$ cat src/rtl/bus_arb_pkg.sv
// Shared types, mode constants and packet helpers for the multi-lane bus arbiter.
package bus_arb_pkg;

  typedef enum logic [1:0] {
    ST_IDLE  = 2'd0,
    ST_POP   = 2'd1,
    ST_ROUTE = 2'd2,
    ST_PUSH  = 2'd3
  } lane_state_t;

  localparam int MODE_RR    = 0;
  localparam int MODE_FIXED = 1;
  localparam int ADDR_W     = 8;
  localparam int MAX_PKT_W  = 256;

  // Destination address sits in the top ADDR_W bits of a pkt_w-wide packet.
  function automatic logic [ADDR_W-1:0] addr_of(input logic [MAX_PKT_W-1:0] pkt,
                                                 input int                   pkt_w);
    return pkt[8'(pkt_w - 1) -: ADDR_W];
  endfunction

endpackage

$ cat src/rtl/bus_lane_fsm.sv
// One bus lane: picks a pending device, pops its head packet and pushes it to
// the addressed device, or to every other device on broadcast.
module bus_lane_fsm
  import bus_arb_pkg::*;
#(
  parameter int                drvrs     = 4,
  parameter int                pckg_sz   = 16,
  parameter logic [ADDR_W-1:0] broadcast = 8'hFF,
  parameter int                MODE      = MODE_RR
) (
  input  logic                            clk,
  input  logic                            reset,
  input  logic [drvrs-1:0]                pndng,
  input  logic [drvrs-1:0][pckg_sz-1:0]   D_pop,
  input  logic [drvrs-1:0]                full,
  output logic [drvrs-1:0]                pop,
  output logic [drvrs-1:0]                push,
  output logic [pckg_sz-1:0]              D_push,
  output logic                            busy,
  output logic                            drop
);

  localparam int IDX_W = (drvrs > 1) ? $clog2(drvrs) : 1;

  lane_state_t         state_reg;
  logic [IDX_W-1:0]    rr_reg;
  logic [IDX_W-1:0]    src_reg;
  logic [pckg_sz-1:0]  pkt_reg;
  logic [drvrs-1:0]    mask_reg;
  logic [drvrs-1:0]    pop_reg;
  logic [drvrs-1:0]    push_reg;
  logic [pckg_sz-1:0]  d_push_reg;
  logic                busy_reg;
  logic                drop_reg;

  logic [IDX_W-1:0]    base_idx;
  logic [IDX_W-1:0]    grant_idx;
  logic [IDX_W-1:0]    rr_next;
  logic                grant_valid;
  logic [ADDR_W-1:0]   dst;
  logic [drvrs-1:0]    route_mask;
  int                  scan_idx;

  assign base_idx = (MODE == MODE_FIXED) ? '0 : rr_reg;

  // Scan from the far end back toward base_idx so the last hit is the first
  // pending device at or after base_idx in wrap-around order.
  always_comb begin
    grant_valid = 1'b0;
    grant_idx   = '0;
    scan_idx    = 0;
    for (int k = drvrs - 1; k >= 0; k--) begin
      scan_idx = int'(base_idx) + k;
      if (scan_idx >= drvrs) begin
        scan_idx = scan_idx - drvrs;
      end
      if (pndng[IDX_W'(scan_idx)]) begin
        grant_valid = 1'b1;
        grant_idx   = IDX_W'(scan_idx);
      end
    end
  end

  assign rr_next = (int'(grant_idx) == drvrs - 1) ? '0 : grant_idx + 1'b1;

  assign dst = addr_of(MAX_PKT_W'(pkt_reg), pckg_sz);

  // An empty mask means the packet cannot be delivered and is dropped.
  always_comb begin
    route_mask = '0;
    for (int k = 0; k < drvrs; k++) begin
      if (dst == broadcast) begin
        route_mask[k] = (k != int'(src_reg));
      end else begin
        route_mask[k] = (int'(dst) == k) && (k != int'(src_reg));
      end
    end
  end

  always_ff @(posedge clk) begin
    if (reset) begin
      state_reg  <= ST_IDLE;
      rr_reg     <= '0;
      src_reg    <= '0;
      pkt_reg    <= '0;
      mask_reg   <= '0;
      pop_reg    <= '0;
      push_reg   <= '0;
      d_push_reg <= '0;
      busy_reg   <= 1'b0;
      drop_reg   <= 1'b0;
    end else begin
      pop_reg  <= '0;
      push_reg <= '0;
      drop_reg <= 1'b0;
      case (state_reg)
        ST_IDLE: begin
          if (grant_valid) begin
            src_reg   <= grant_idx;
            state_reg <= ST_POP;
            busy_reg  <= 1'b1;
            if (MODE == MODE_RR) begin
              rr_reg <= rr_next;
            end
          end
        end
        ST_POP: begin
          pop_reg[src_reg] <= 1'b1;
          pkt_reg          <= D_pop[src_reg];
          state_reg        <= ST_ROUTE;
        end
        ST_ROUTE: begin
          mask_reg <= route_mask;
          if (|route_mask) begin
            state_reg <= ST_PUSH;
          end else begin
            drop_reg  <= 1'b1;
            busy_reg  <= 1'b0;
            state_reg <= ST_IDLE;
          end
        end
        ST_PUSH: begin
          // Broadcast waits until every destination can accept at once.
          if ((full & mask_reg) == '0) begin
            push_reg   <= mask_reg;
            d_push_reg <= pkt_reg;
            busy_reg   <= 1'b0;
            state_reg  <= ST_IDLE;
          end
        end
        default: begin
          busy_reg  <= 1'b0;
          state_reg <= ST_IDLE;
        end
      endcase
    end
  end

  assign pop    = pop_reg;
  assign push   = push_reg;
  assign D_push = d_push_reg;
  assign busy   = busy_reg;
  assign drop   = drop_reg;

endmodule

$ cat src/rtl/bus_lane_arbiter.sv
// Multi-lane bus arbiter: bits independent lanes, each serving drvrs devices
// with round-robin or fixed-priority arbitration.
module bus_lane_arbiter
  import bus_arb_pkg::*;
#(
  parameter int                bits      = 1,
  parameter int                drvrs     = 4,
  parameter int                pckg_sz   = 16,
  parameter logic [ADDR_W-1:0] broadcast = 8'hFF,
  parameter int                MODE      = MODE_RR
) (
  input  logic                                    clk,
  input  logic                                    reset,
  input  logic [bits-1:0][drvrs-1:0]              pndng,
  input  logic [bits-1:0][drvrs-1:0][pckg_sz-1:0] D_pop,
  input  logic [bits-1:0][drvrs-1:0]              full,
  output logic [bits-1:0][drvrs-1:0]              pop,
  output logic [bits-1:0][drvrs-1:0]              push,
  output logic [bits-1:0][drvrs-1:0][pckg_sz-1:0] D_push,
  output logic [bits-1:0]                         busy,
  output logic [bits-1:0]                         drop
);

  generate
    for (genvar gi = 0; gi < bits; gi++) begin : g_lane
      logic [pckg_sz-1:0] lane_d_push;

      bus_lane_fsm #(
        .drvrs     (drvrs),
        .pckg_sz   (pckg_sz),
        .broadcast (broadcast),
        .MODE      (MODE)
      ) u_lane (
        .clk    (clk),
        .reset  (reset),
        .pndng  (pndng[gi]),
        .D_pop  (D_pop[gi]),
        .full   (full[gi]),
        .pop    (pop[gi]),
        .push   (push[gi]),
        .D_push (lane_d_push),
        .busy   (busy[gi]),
        .drop   (drop[gi])
      );

      // Every device on a lane sees the same outgoing packet.
      for (genvar gj = 0; gj < drvrs; gj++) begin : g_dev
        assign D_push[gi][gj] = lane_d_push;
      end
    end
  endgenerate

endmodule

$ cat config.mk
export PLATFORM = sky130hd
export DESIGN_NAME = bus_lane_arbiter
export DESIGN_NICKNAME = d
export VERILOG_FILES = /design/src/rtl/bus_arb_pkg.sv /design/src/rtl/bus_lane_fsm.sv /design/src/rtl/bus_lane_arbiter.sv
export SDC_FILE = /design/constraint.sdc
export NUM_CORES = 1
export LEC_CHECK = 0
export CORE_MARGIN = 8
export CORE_UTILIZATION = 43
export DETAILED_ROUTE_END_ITERATION = 8
export GPL_TIMING_DRIVEN = 0
export MAX_ROUTING_LAYER = met4
export PLACE_DENSITY = 0.86
export RECOVER_POWER = 50
export SLEW_MARGIN = 20
export SYNTH_ARGS = -nofsm -noshare
export SYNTH_HDL_FRONTEND = slang
export SYNTH_SLANG_ARGS = --single-unit
$ cat constraint.sdc
create_clock -name clk -period 3.65 [get_ports clk]
set_input_delay 0.5475 -clock clk [delete_from_list [all_inputs] [get_ports clk]]
set_output_delay 0.5475 -clock clk [all_outputs]
set_load 0.03 [all_outputs]
# == Word-level counts from Yosys, hierarchy flattened ==
# Cells that the tools add are included.
# totals
regBits,52
latchBits,0
ram_bits,0
romBits,0
input_bits,74
out_inout_bits,74
elab_cells,107
mem_count,0
# op_classes
n_addsub,8
mul,0
div_mod_pow,0
order_cmp,10
eq_ne,14
shifts,0
mux,42
bitwise_logic,5
reduce_logical,18
# ops
op,count
16-bit binary-select mux with 2-bit select,1
2-bit 2-to-1 mux,12
1-bit 2-to-1 mux,21
"8-bit by 3-bit equality test with 1-bit output, second input constant",2
"2-bit by 4-bit less-than comparator with 1-bit output, second input constant",4
16-bit 2-to-1 mux,1
"3-bit >= comparator, second input constant",3
1-bit binary-select mux with 2-bit select,4
"8-bit by 2-bit equality test with 1-bit output, second input constant",1
"8-bit equality test, second input constant",1
8-bit logical NOT,1
2-bit case mux with 4 select lines,1
"2-bit by 1-bit subtractor with 2-bit output, second input constant",4
"2-bit by 2-bit adder with 3-bit output, second input constant",2
2-bit AND reduction,3
1-bit logical AND,5
4-bit bitwise AND,1
"2-bit by 1-bit equality test with 1-bit output, second input constant",2
"2-bit equality test, second input constant",2
4-bit logical NOT,1
"2-bit by 1-bit inequality test with 1-bit output, second input constant",2
"2-bit inequality test, first input constant",2
1-bit NOT,4
4-bit AND reduction,1
15 further kinds,16

# == Logic depth before layout (Yosys ltp) ==
# Gate-level depths: netlist of run 1.
# logic_depth
ltp_word,12
mapped_depth,7
mapped_depth_nobuf,5

# == Cells and area by module ==
# Synthesis of run 1 repeated with hierarchy kept, for this count alone.
# hier_totals
cells_unflattened,287
area_unflattened_um2,2866.5
# by_module_without_submodules
mod,instances,cells_per_inst,area_each_um2,seq_area_each_um2
bus_lane_fsm,1,239,2506.2,1041.0
bus_lane_arbiter,1,48,360.3,0.0

# == Worst setup path after synthesis of run 1 ==
# OpenSTA, ideal clock, no wires.
# synth_path
kind,input -> register
startpoint,in full[2] (netlist bit)
endpoint,reg g_lane[0].u_lane.d_push_reg[0]
setup_time_ns,0.139
arrival_time_ns,1.570
required_time_ns,3.511
slack_ns,1.941
stages,6
n_path_buf,1
cell_sequence,a22o_1 -> a221oi_4 -> nand3_2 -> clkbuf_1 -> nand2_1 -> a21oi_2
# synth_between
elab_chain_len,3
# synth_rtl
element,line,source
"start, declared",bus_lane_arbiter.sv:16,"input logic [bits-1:0][drvrs-1:0] full,"
4-bit bitwise AND,bus_lane_fsm.sv:124,if ((full & mask_reg) == '0) begin
4-bit logical NOT,bus_lane_fsm.sv:124,
2-bit AND reduction (no source line),-,
"end signal, assigned",bus_lane_fsm.sv:126,d_push_reg <= pkt_reg;
"end, declared",bus_lane_fsm.sv:32,logic [pckg_sz-1:0] d_push_reg;
# No other way between the ends.
# A chain may end at the register's enable or synchronous reset.

# == Worst setup path in the final report of run 1 ==
# layout_path
startpoint,in full[2] (netlist bit)
endpoint,reg g_lane[0].u_lane.d_push_reg[6]
# Same word-level chain as after synthesis.

==> run_summary.xml, run 1 <==
<?xml version="1.0" encoding="UTF-8"?>
<metrics>
  <group name="timing">
    <metric name="achievable-frequency" unit="MHz">377.0</metric>
    <metric name="fin_setup_tns" unit="ns">0</metric>
    <metric name="rsz_0062_raised_after_global_routing" unit="">no</metric>
    <metric name="post-route-period-util" unit="%">72.68</metric>
    <metric name="timing.clock.skew" unit="ns">0.01196</metric>
    <metric name="post-route-min-period" unit="ns">2.653</metric>
    <metric name="drv_slew" unit="">0</metric>
    <metric name="worstMarginPinSlew" unit="ns">0.7085</metric>
    <metric name="final_hold_viols" unit="">0</metric>
    <metric name="timing.max_slew.rel_slack" unit="%">52.76</metric>
    <metric name="setup_slack" unit="ns">0.9971</metric>
    <metric name="report.final.setup_viol" unit="">0</metric>
    <metric name="timing.hold.ws" unit="ns">0.4608</metric>
  </group>
  <group name="place">
    <metric name="pre_cts_slack" unit="ns">1.250</metric>
    <metric name="place_inst" unit="">542</metric>
    <metric name="count_of_buffers_from_port_buffering" unit="">147</metric>
    <metric name="dp_hpwl" unit="um">7034</metric>
    <metric name="final_weighted_congestion_in_routability_driven_placement" unit="">0.8435</metric>
    <metric name="dpl-instance-area" unit="um2">4395</metric>
  </group>
  <group name="clocking">
    <metric name="cts_hold_repair.buffers" unit="">0</metric>
    <metric name="numClockSinks" unit="">52</metric>
    <metric name="cts_buffers" unit="">5</metric>
    <metric name="cts_tree" unit="">done</metric>
    <metric name="postCtsSetupBuffers" unit="">0</metric>
    <metric name="cts.htree.levels" unit="">2</metric>
    <metric name="clk_transition_reported_paths" unit="ns">0.10</metric>
    <metric name="worstSkewPairLatency" unit="ns">0.31</metric>
    <metric name="cts.repair.resized" unit="">0</metric>
    <metric name="max-clock-path-buffers" unit="">2</metric>
    <metric name="clockRootBuffer" unit="">clkbuf_8</metric>
  </group>
  <group name="synthesis">
    <metric name="post_synth_inst_count" unit="">318</metric>
    <metric name="post_synth.cell_area_avg" unit="um2">8.892</metric>
    <metric name="yosys.cell_types.count" unit="">37</metric>
    <metric name="netlist.area_leader.share" unit="%">36.81</metric>
    <metric name="postSynthRegisterBits" unit="">52</metric>
    <metric name="post_synth_instance_area" unit="um2">2828</metric>
    <metric name="sequential_fraction_of_the_synthesis_area" unit="%">36.81</metric>
    <metric name="synth_area_leaders" unit="">dfxtp_1, buf_4, mux4_2</metric>
    <metric name="yosysWarningCount" unit="">0</metric>
    <metric name="mappedNetlistNets" unit="">392</metric>
    <metric name="netlist.top_cell.by_area" unit="">dfxtp_1</metric>
  </group>
  <group name="setup_path">
    <metric name="cpLargestDelayFamily" unit="">buffers and inverters</metric>
    <metric name="worst-endpoint-arrival" unit="ns">2.82</metric>
    <metric name="crit_path_cell_trace" unit="">dlygate4sd3_1 &gt; a22o_1 &gt; a221oi_1 &gt; nand3_1 &gt; clkbuf_1 &gt; nand2_1 &gt; a21oi_2</metric>
    <metric name="worst-path-buf-inv" unit="">2</metric>
    <metric name="critical_path_source_type" unit="">primary input</metric>
    <metric name="worst_setup_path_end_kind" unit="">register</metric>
    <metric name="rrSetupSlack" unit="ns">1.47</metric>
    <metric name="critical_path_required" unit="ns">3.82</metric>
    <metric name="worst-path-max-fanout" unit="">10</metric>
    <metric name="timing.critical_path.slowest_stage_cell" unit="">a221oi_1</metric>
    <metric name="timing.critical_path.slowest_cell_delay" unit="ns">0.56</metric>
    <metric name="criticalPathCategory" unit="">in2reg</metric>
  </group>
  <group name="cells_and_area">
    <metric name="fin_nets" unit="">546</metric>
    <metric name="final_cell_mix" unit="">clkdlybuf4s50_1, nand2_1, dfxtp_1, buf_4, a21oi_1</metric>
    <metric name="final_cell_area" unit="um2">4488</metric>
    <metric name="finalCoreUtilization" unit="%">70.68</metric>
    <metric name="insertedDiodeCount" unit="">0</metric>
    <metric name="layout_commonest_cell" unit="">clkdlybuf4s50_1</metric>
    <metric name="area_delta_synth_final" unit="%">58.72</metric>
    <metric name="final_layout_size_suffix_gt1_share" unit="%">20.72</metric>
    <metric name="layout.cells.non_filler" unit="">550</metric>
  </group>
  <group name="run_status">
    <metric name="run_status" unit="">finished clean</metric>
  </group>
  <group name="floorplanning">
    <metric name="die-width" unit="um">97.09</metric>
    <metric name="row_count" unit="">29</metric>
    <metric name="ios" unit="">148</metric>
    <metric name="initial_core_util" unit="%">44.53</metric>
    <metric name="core-area" unit="um2">6350</metric>
    <metric name="design.die.area" unit="um2">9426</metric>
    <metric name="fp.dieH" unit="um">97.09</metric>
  </group>
  <group name="grt">
    <metric name="grt_antenna_before_repair" unit="">0</metric>
    <metric name="grt_use_total" unit="%">18.05</metric>
    <metric name="via_count_of_the_first_global_routing_pass" unit="">2859</metric>
    <metric name="global_route.overflow_total" unit="">0</metric>
    <metric name="pin_count_of_the_biggest_net_entering_global_routing" unit="">17</metric>
    <metric name="first_pass_grt_wire_length" unit="um">13990</metric>
  </group>
  <group name="power">
    <metric name="vdd_drop_max" unit="uV">198.2</metric>
    <metric name="power_density" unit="nW/um2">321.0</metric>
    <metric name="total_leakage_power" unit="nW">1.734</metric>
    <metric name="finalPower" unit="mW">1.441</metric>
  </group>
  <group name="detailed_routing">
    <metric name="detail_route.wirelength" unit="um">8248</metric>
    <metric name="drt_first_pass_iters" unit="">4</metric>
    <metric name="vias" unit="">2688</metric>
    <metric name="via_per_inst" unit="">4.887</metric>
    <metric name="first_iter_violations" unit="">180</metric>
    <metric name="drt-wirelength-per-cell" unit="um">15.00</metric>
    <metric name="ant_nets" unit="">0</metric>
    <metric name="remaining_drc_errors" unit="">0</metric>
  </group>
  <group name="hold_path">
    <metric name="worstHoldPathType" unit="">reg2reg</metric>
  </group>
  <group name="job">
    <metric name="max_cap_violations" unit="">0</metric>
  </group>
</metrics>
-- logic make-up (layout without fill, tap and decap cells) --
kind of cell           count (synthesis)  in the layout  share of synthesized area [%]
AO/OA/AOI/OAI                         60             60                          13.89
XOR/XNOR                               3              3                         0.9294
buffers and inverters                 69            224                          16.46
flip-flops                            52             52                          36.81
multiplexers                          17             17                          13.10
AND/OR/NAND/NOR                      117            117                          18.81
-- synth_stat cells --
cell      instances
a211oi_1          2
a21oi_1          33
a21oi_2          10
a221oi_4          1
a22o_1            1
a22oi_1           1
a311oi_2          1
and2_1            4
and3_1            1
buf_1             2
buf_2             3
buf_4            49
buf_6             1
buf_8             1
clkbuf_1         11
dfxtp_1          52
inv_1             2
mux2i_1           1
mux4_2           16
nand2_1          69
nand2_2          10
nand2b_1          7
nand3_1           4
nand3_2           1
nand4_1           1
nor2_1            8
nor2b_1           2
nor3_1            5
nor4_1            3
o211ai_1          2
o21ai_0           6
o21ai_1           1
o2bb2a_1          1
o31ai_1           1
or3_1             2
xnor2_1           1
xor2_1            2
-- worst min-delay path, stage by stage, from the launching register on --
cell     delay [ns]
dfxtp_1        0.33
nand2_2        0.06
a21oi_2        0.04
-- report_power, final --
part           switching [mW]  leakage [nW]  internal [mW]
sequential             0.0353         0.423          0.604
clock                   0.185        0.0614          0.224
combinational           0.186          1.25          0.206
-- layer usage --
layer  vias to the layer above  global-route usage (%)  part of all wire, %
met5                         -                       -                    0
met4                         0                   4.379                  1.1
met3                         6                   3.983                  6.2
met2                       118                   30.78                   49
met1                      1222                   21.00                   43
li1                       1342                       -                    -
-- layout make-up --
type                       count  area, um2
sequential                    52       1041
clock buffer                   6      82.58
tap                           77      96.34
timing repair buffer         147       1471
buffer                        67      457.9
fill                         465       1862
multi-input combinational    197       1292
clock inverter                 2      38.79
inverter                       2      7.507
-- final timing paths --
path / from / endpoint / depth (start not counted)
setup / recovery: full[2] / g_lane[0].u_lane.D_push[6] / 7
hold / removal: g_lane[0].u_lane.pkt_reg[5] / g_lane[0].u_lane.D_push[5] / 2
setup reg to reg: g_lane[0].u_lane.mask_reg[3] / g_lane[0].u_lane.D_push[6] / 6
hold reg to reg: g_lane[0].u_lane.pkt_reg[5] / g_lane[0].u_lane.D_push[5] / 2
Note: power is estimated with default switching activity, not from simulation.
==> run 2, diff against run 1 <==
--- a/config.mk
+++ b/config.mk
@@ -6,11 +6,11 @@
 export NUM_CORES = 1
 export LEC_CHECK = 0
 export CORE_MARGIN = 8
-export CORE_UTILIZATION = 43
+export CORE_UTILIZATION = 40
 export DETAILED_ROUTE_END_ITERATION = 8
 export GPL_TIMING_DRIVEN = 0
 export MAX_ROUTING_LAYER = met4
-export PLACE_DENSITY = 0.86
+export PLACE_DENSITY = 0.81
 export RECOVER_POWER = 50
 export SLEW_MARGIN = 20
 export SYNTH_ARGS = -nofsm -noshare
==> constraint.sdc (replaced) <==
create_clock -name clk -period 2.5 [get_ports clk]
set_input_delay 0.375 -clock clk [delete_from_list [all_inputs] [get_ports clk]]
set_output_delay 0.375 -clock clk [all_outputs]
set_load 0.03 [all_outputs]
==> run 2 against run 1 <==
Against the previous run:
- critical path depth did not move
- total power grew 36%
- cell area hardly changed
- worst setup slack got worse by 0.62 ns
- final cell count is 3.3% higher
- largest power group unchanged
==> run_summary.xml, run 2 (synthesized netlist as in run 1, its figures left out) <==
<?xml version="1.0" encoding="UTF-8"?>
<metrics>
  <group name="floorplanning">
    <metric name="fp.dieH" unit="um">100.1</metric>
    <metric name="design.die.area" unit="um2">10020</metric>
    <metric name="core-area" unit="um2">6832</metric>
    <metric name="ios" unit="">148</metric>
    <metric name="die-width" unit="um">100.1</metric>
    <metric name="initial_core_util" unit="%">41.39</metric>
    <metric name="row_count" unit="">30</metric>
  </group>
  <group name="power">
    <metric name="power_density" unit="nW/um2">437.4</metric>
    <metric name="seq_power_share" unit="%">47.7</metric>
    <metric name="clock_power_share" unit="%">22.7</metric>
    <metric name="switching_share" unit="%">29.92</metric>
    <metric name="finalPower" unit="mW">1.962</metric>
    <metric name="pwr-share-comb" unit="%">29.6</metric>
    <metric name="total_leakage_power" unit="nW">1.713</metric>
    <metric name="switchingPower" unit="uW">586.9</metric>
    <metric name="power.internal" unit="mW">1.375</metric>
    <metric name="vdd_drop_max" unit="uV">292.1</metric>
  </group>
  <group name="grt">
    <metric name="grt_most_used_layer" unit="">met2</metric>
    <metric name="use_met1" unit="%">20.31</metric>
    <metric name="global_route.usage.met3" unit="%">3.253</metric>
    <metric name="pin_count_of_the_biggest_net_entering_global_routing" unit="">15</metric>
    <metric name="grt_antenna_before_repair" unit="">0</metric>
    <metric name="via_count_of_the_first_global_routing_pass" unit="">2875</metric>
    <metric name="grt_use_total" unit="%">17.89</metric>
    <metric name="first_pass_grt_wire_length" unit="um">13990</metric>
    <metric name="global_route.overflow_total" unit="">0</metric>
    <metric name="use_met2" unit="%">31.20</metric>
  </group>
  <group name="setup_path">
    <metric name="worst-path-max-fanout" unit="">10</metric>
    <metric name="worst_setup_path_end_kind" unit="">register</metric>
    <metric name="critical_path_source_type" unit="">primary input</metric>
    <metric name="worst-endpoint-arrival" unit="ns">2.28</metric>
    <metric name="critical_path_required" unit="ns">2.66</metric>
    <metric name="criticalPathCategory" unit="">in2reg</metric>
  </group>
  <group name="clocking">
    <metric name="max-clock-path-buffers" unit="">2</metric>
    <metric name="cts_buffers" unit="">5</metric>
    <metric name="cts_tree" unit="">done</metric>
    <metric name="postCtsSetupBuffers" unit="">0</metric>
    <metric name="clockRootBuffer" unit="">clkbuf_8</metric>
    <metric name="worstSkewPairLatency" unit="ns">0.30</metric>
    <metric name="cts_hold_repair.buffers" unit="">0</metric>
    <metric name="cts.htree.levels" unit="">2</metric>
    <metric name="cts.repair.resized" unit="">0</metric>
    <metric name="clk_transition_reported_paths" unit="ns">0.09</metric>
    <metric name="numClockSinks" unit="">52</metric>
  </group>
  <group name="timing">
    <metric name="timing.max_slew.rel_slack" unit="%">53.70</metric>
    <metric name="rsz_0062_raised_after_global_routing" unit="">no</metric>
    <metric name="drv_slew" unit="">0</metric>
    <metric name="fin_setup_tns" unit="ns">0</metric>
    <metric name="post-route-min-period" unit="ns">2.122</metric>
    <metric name="post-route-period-util" unit="%">84.86</metric>
    <metric name="worstMarginPinSlew" unit="ns">0.6945</metric>
    <metric name="achievable-frequency" unit="MHz">471.3</metric>
    <metric name="setup_slack" unit="ns">0.3784</metric>
    <metric name="timing.hold.ws" unit="ns">0.4597</metric>
    <metric name="final_hold_viols" unit="">0</metric>
    <metric name="report.final.setup_viol" unit="">0</metric>
    <metric name="timing.clock.skew" unit="ns">0.003946</metric>
  </group>
  <group name="cells_and_area">
    <metric name="seqCellArea" unit="um2">1041</metric>
    <metric name="multi_input_comb_area" unit="um2">1316</metric>
    <metric name="insertedDiodeCount" unit="">0</metric>
    <metric name="final_cell_mix" unit="">clkdlybuf4s50_1, nand2_1, dfxtp_1, buf_4, a21oi_1</metric>
    <metric name="layout_commonest_cell" unit="">clkdlybuf4s50_1</metric>
    <metric name="final_layout_size_suffix_gt1_share" unit="%">20.55</metric>
    <metric name="nFillCells" unit="">594</metric>
    <metric name="fin_nets" unit="">546</metric>
    <metric name="area_delta_synth_final" unit="%">58.58</metric>
  </group>
  <group name="place">
    <metric name="final_weighted_congestion_in_routability_driven_placement" unit="">0.8615</metric>
    <metric name="pre_cts_slack" unit="ns">0.2757</metric>
    <metric name="dp_hpwl" unit="um">7370</metric>
    <metric name="count_of_buffers_from_port_buffering" unit="">147</metric>
  </group>
  <group name="hold_path">
    <metric name="worstHoldPathType" unit="">reg2reg</metric>
  </group>
  <group name="detailed_routing">
    <metric name="via_per_inst" unit="">4.840</metric>
    <metric name="detail_route.wirelength" unit="um">8638</metric>
    <metric name="remaining_drc_errors" unit="">0</metric>
    <metric name="ant_nets" unit="">0</metric>
    <metric name="vias" unit="">2749</metric>
    <metric name="drt-wirelength-per-cell" unit="um">15.21</metric>
    <metric name="drt_first_pass_iters" unit="">4</metric>
    <metric name="first_iter_violations" unit="">141</metric>
  </group>
  <group name="run_status">
    <metric name="run_status" unit="">finished clean</metric>
  </group>
  <group name="job">
    <metric name="max_cap_violations" unit="">0</metric>
  </group>
</metrics>
[run 2: cell count changes in the layout (fill, tap and decap cells not counted)]
cell       delta
and2_1        -1
clkinv_4      -1
buf_6         -1
clkbuf_8      -1
and2_0        +1
bufinv_16     -1
clkinv_2      +1
a311oi_1      -1
a221oi_4      +1
a221oi_1      -1
clkbuf_1      +2
a311oi_2      +1
[run 2: metal layers]
layer | part of all wire, % | routed length, um | up-vias
li1 | - | - | 1342
met1 | 41 | 3561 | 1275
met2 | 50 | 4315 | 126
met3 | 7.5 | 646 | 6
met4 | 1.3 | 115 | 0
met5 | 0 | 0 | -
[run 2: path summary, 6_finish.rpt]
path | start | to | slack [ns] | depth (start not counted)
max | full[2] | g_lane[0].u_lane.D_push[5] | 0.38 | 7
min reg2reg | g_lane[0].u_lane.pkt_reg[6] | g_lane[0].u_lane.D_push[6] | 0.46 | 2
min | g_lane[0].u_lane.pkt_reg[6] | g_lane[0].u_lane.D_push[6] | 0.46 | 2
max reg2reg | g_lane[0].u_lane.mask_reg[2] | g_lane[0].u_lane.D_push[5] | 0.69 | 6
[run 2: layout make-up]
type	count	share of cell area, %
multi-input combinational	197	29.35
tap	96	2.679
clock inverter	1	0.1116
buffer	67	10.04
timing repair buffer	147	32.81
clock buffer	6	1.618
inverter	2	0.1674
sequential	52	23.21
[run 2: power by group through the flow]
| stage | sequential (mW) | clock, mW | combinational [mW] |
|---|---|---|---|
| after floorplan | 0.958 | 0 | 0.348 |
| after global placement | 0.951 | 0 | 0.575 |
| after detailed placement | 0.953 | 0 | 0.589 |
| after CTS | 0.934 | 0.460 | 0.591 |
| after global routing | 0.944 | 0.490 | 0.634 |
| final | 0.935 | 0.446 | 0.581 |
[run 2: critical path: stages]
cell and delay (ns):
dlygate4sd3_1 0.54, a22o_1 0.26, a221oi_4 0.27, nand3_1 0.30, clkbuf_1 0.31, nand2_1 0.16, a21oi_2 0.07
[run 2: per-stage QoR]
| step | utilization, % | area (um2) | cells |
|---|---|---|---|
| 2_1_floorplan | - | 2828 | 318 |
| 3_3_place_gp | 64.69 | 4419 | 561 |
| 3_5_place_dp | 64.69 | 4419 | 561 |
| 4_1_cts | 65.82 | 4497 | 568 |
| 5_1_grt | 65.64 | 4484 | 568 |
| 6_report | 65.64 | 4484 | 568 |
==> run 3, diff against run 2 <==
==> constraint.sdc (replaced) <==
create_clock -name clk -period 2.15 [get_ports clk]
set_input_delay 0.3225 -clock clk [delete_from_list [all_inputs] [get_ports clk]]
set_output_delay 0.3225 -clock clk [all_outputs]
set_load 0.03 [all_outputs]
==> run 3 against run 2 <==
Against the previous run:
- worst setup slack got worse by 0.16 ns
- register-to-register slack got worse by 0.35 ns
- critical path depth did not move
- critical endpoint unchanged
- combinational power rose by 16%
- largest cell class unchanged
==> run_summary.xml, run 3 (synthesized netlist as in run 1, its figures left out) <==
<?xml version="1.0" encoding="UTF-8"?>
<metrics>
  <group name="clocking">
    <metric name="worstSkewPairLatency" unit="ns">0.30</metric>
    <metric name="postCtsSetupBuffers" unit="">0</metric>
    <metric name="cts_tree" unit="">done</metric>
    <metric name="cts.repair.resized" unit="">0</metric>
    <metric name="clk_transition_reported_paths" unit="ns">0.09</metric>
    <metric name="clockRootBuffer" unit="">clkbuf_8</metric>
    <metric name="cts_buffers" unit="">5</metric>
    <metric name="numClockSinks" unit="">52</metric>
    <metric name="max-clock-path-buffers" unit="">2</metric>
    <metric name="cts_hold_repair.buffers" unit="">0</metric>
    <metric name="cts.htree.levels" unit="">2</metric>
  </group>
  <group name="setup_path">
    <metric name="worst-path-buf-inv" unit="">2</metric>
    <metric name="cpLargestDelayFamily" unit="">buffers and inverters</metric>
    <metric name="worst-endpoint-arrival" unit="ns">2.10</metric>
    <metric name="worst-path-max-fanout" unit="">10</metric>
    <metric name="worst_setup_path_end_kind" unit="">register</metric>
    <metric name="crit_path_cell_trace" unit="">clkdlybuf4s50_1 &gt; a22o_1 &gt; a221oi_4 &gt; nand3_1 &gt; clkbuf_1 &gt; nand2_1 &gt; a21oi_2</metric>
    <metric name="critical_path_source_type" unit="">primary input</metric>
    <metric name="timing.critical_path.slowest_stage_cell" unit="">clkdlybuf4s50_1</metric>
    <metric name="timing.critical_path.slowest_cell_delay" unit="ns">0.40</metric>
    <metric name="criticalPathCategory" unit="">in2reg</metric>
    <metric name="critical_path_required" unit="ns">2.31</metric>
  </group>
  <group name="timing">
    <metric name="setup_slack" unit="ns">0.2172</metric>
    <metric name="timing.max_slew.rel_slack" unit="%">53.70</metric>
    <metric name="drv_slew" unit="">0</metric>
    <metric name="timing.hold.ws" unit="ns">0.4597</metric>
    <metric name="final_hold_viols" unit="">0</metric>
    <metric name="report.final.setup_viol" unit="">0</metric>
    <metric name="fin_setup_tns" unit="ns">0</metric>
    <metric name="post-route-period-util" unit="%">89.90</metric>
    <metric name="achievable-frequency" unit="MHz">517.4</metric>
    <metric name="timing.clock.skew" unit="ns">0.003946</metric>
    <metric name="worstMarginPinSlew" unit="ns">0.6945</metric>
    <metric name="post-route-min-period" unit="ns">1.933</metric>
    <metric name="rsz_0062_raised_after_global_routing" unit="">no</metric>
  </group>
  <group name="job">
    <metric name="max_cap_violations" unit="">0</metric>
  </group>
  <group name="grt">
    <metric name="first_pass_grt_wire_length" unit="um">13990</metric>
    <metric name="grt_antenna_before_repair" unit="">0</metric>
    <metric name="via_count_of_the_first_global_routing_pass" unit="">2875</metric>
    <metric name="pin_count_of_the_biggest_net_entering_global_routing" unit="">15</metric>
    <metric name="grt_use_total" unit="%">17.89</metric>
    <metric name="global_route.overflow_total" unit="">0</metric>
  </group>
  <group name="floorplanning">
    <metric name="die-width" unit="um">100.1</metric>
    <metric name="design.die.area" unit="um2">10020</metric>
    <metric name="initial_core_util" unit="%">41.39</metric>
    <metric name="fp.dieH" unit="um">100.1</metric>
    <metric name="row_count" unit="">30</metric>
    <metric name="ios" unit="">148</metric>
    <metric name="core-area" unit="um2">6832</metric>
  </group>
  <group name="detailed_routing">
    <metric name="via_per_inst" unit="">4.840</metric>
    <metric name="first_iter_violations" unit="">141</metric>
    <metric name="drt_first_pass_iters" unit="">4</metric>
    <metric name="vias" unit="">2749</metric>
    <metric name="ant_nets" unit="">0</metric>
    <metric name="detail_route.wirelength" unit="um">8638</metric>
    <metric name="drt-wirelength-per-cell" unit="um">15.21</metric>
    <metric name="remaining_drc_errors" unit="">0</metric>
  </group>
  <group name="run_status">
    <metric name="run_status" unit="">finished clean</metric>
  </group>
  <group name="cells_and_area">
    <metric name="insertedDiodeCount" unit="">0</metric>
    <metric name="fin_nets" unit="">546</metric>
    <metric name="final_layout_size_suffix_gt1_share" unit="%">20.55</metric>
    <metric name="area_delta_synth_final" unit="%">58.58</metric>
    <metric name="finalCoreUtilization" unit="%">65.64</metric>
    <metric name="layout_commonest_cell" unit="">clkdlybuf4s50_1</metric>
    <metric name="final_cell_mix" unit="">clkdlybuf4s50_1, nand2_1, dfxtp_1, buf_4, a21oi_1</metric>
  </group>
  <group name="place">
    <metric name="count_of_buffers_from_port_buffering" unit="">147</metric>
    <metric name="pre_cts_slack" unit="ns">-0.02176</metric>
    <metric name="final_weighted_congestion_in_routability_driven_placement" unit="">0.8615</metric>
    <metric name="dp_hpwl" unit="um">7370</metric>
  </group>
  <group name="power">
    <metric name="power_density" unit="nW/um2">508.7</metric>
    <metric name="vdd_drop_max" unit="uV">339.6</metric>
    <metric name="total_leakage_power" unit="nW">1.712</metric>
  </group>
  <group name="hold_path">
    <metric name="worstHoldPathType" unit="">reg2reg</metric>
  </group>
</metrics>
[run 3: changes by cell type in the layout (fill, tap and decap cells not counted), sizes merged]
| cell | before | now |
|---|---|---|
| clkdlybuf4s50 | 123 | 124 |
| dlygate4sd3 | 24 | 23 |
[run 3: area by class of cell]
class	count	area, um2
buffer	67	450.4
clock buffer	6	72.57
clock inverter	1	5.005
fill	594	2347
inverter	2	7.507
multi-input combinational	197	1316
sequential	52	1041
tap	96	120.1
timing repair buffer	147	1471
[run 3: stage by stage]
stage	instances	power, mW	instance area [um2]
after CTS	568	2.309	4497
after detailed placement	561	1.794	4419
after floorplan	318	1.518	2828
after global routing	568	2.405	4484
final	568	2.281	4484
after global placement	561	1.774	4419
[run 3: worst paths after layout]
check	start	endpoint	slack [ns]	cells after the start
worst min-delay path	g_lane[0].u_lane.pkt_reg[6]	g_lane[0].u_lane.D_push[6]	0.46	2
worst max-delay path	full[2]	g_lane[0].u_lane.D_push[5]	0.22	7
worst min register to register	g_lane[0].u_lane.pkt_reg[6]	g_lane[0].u_lane.D_push[6]	0.46	2
worst max register to register	g_lane[0].u_lane.mask_reg[2]	g_lane[0].u_lane.D_push[5]	0.34	6
[run 3: layer usage]
layer	GRT usage (%)	wire length [um]	part of all wire (%)	vias to the layer above
li1	-	-	-	1342
met1	20.31	3560	41	1275
met2	31.20	4315	50	126
met3	3.253	646	7.5	6
met4	5.581	115	1.3	0
met5	-	0	0	-
[run 3: report_power, final]
part	internal (mW)	switching (mW)
registers	1.03	0.0609
clock network	0.222	0.296
logic	0.351	0.325
[run 3: tightest hold or removal path, stage by stage (launching register included)]
cell and delay [ns]:
dfxtp_1 0.33, nand2_2 0.06, a21oi_2 0.04
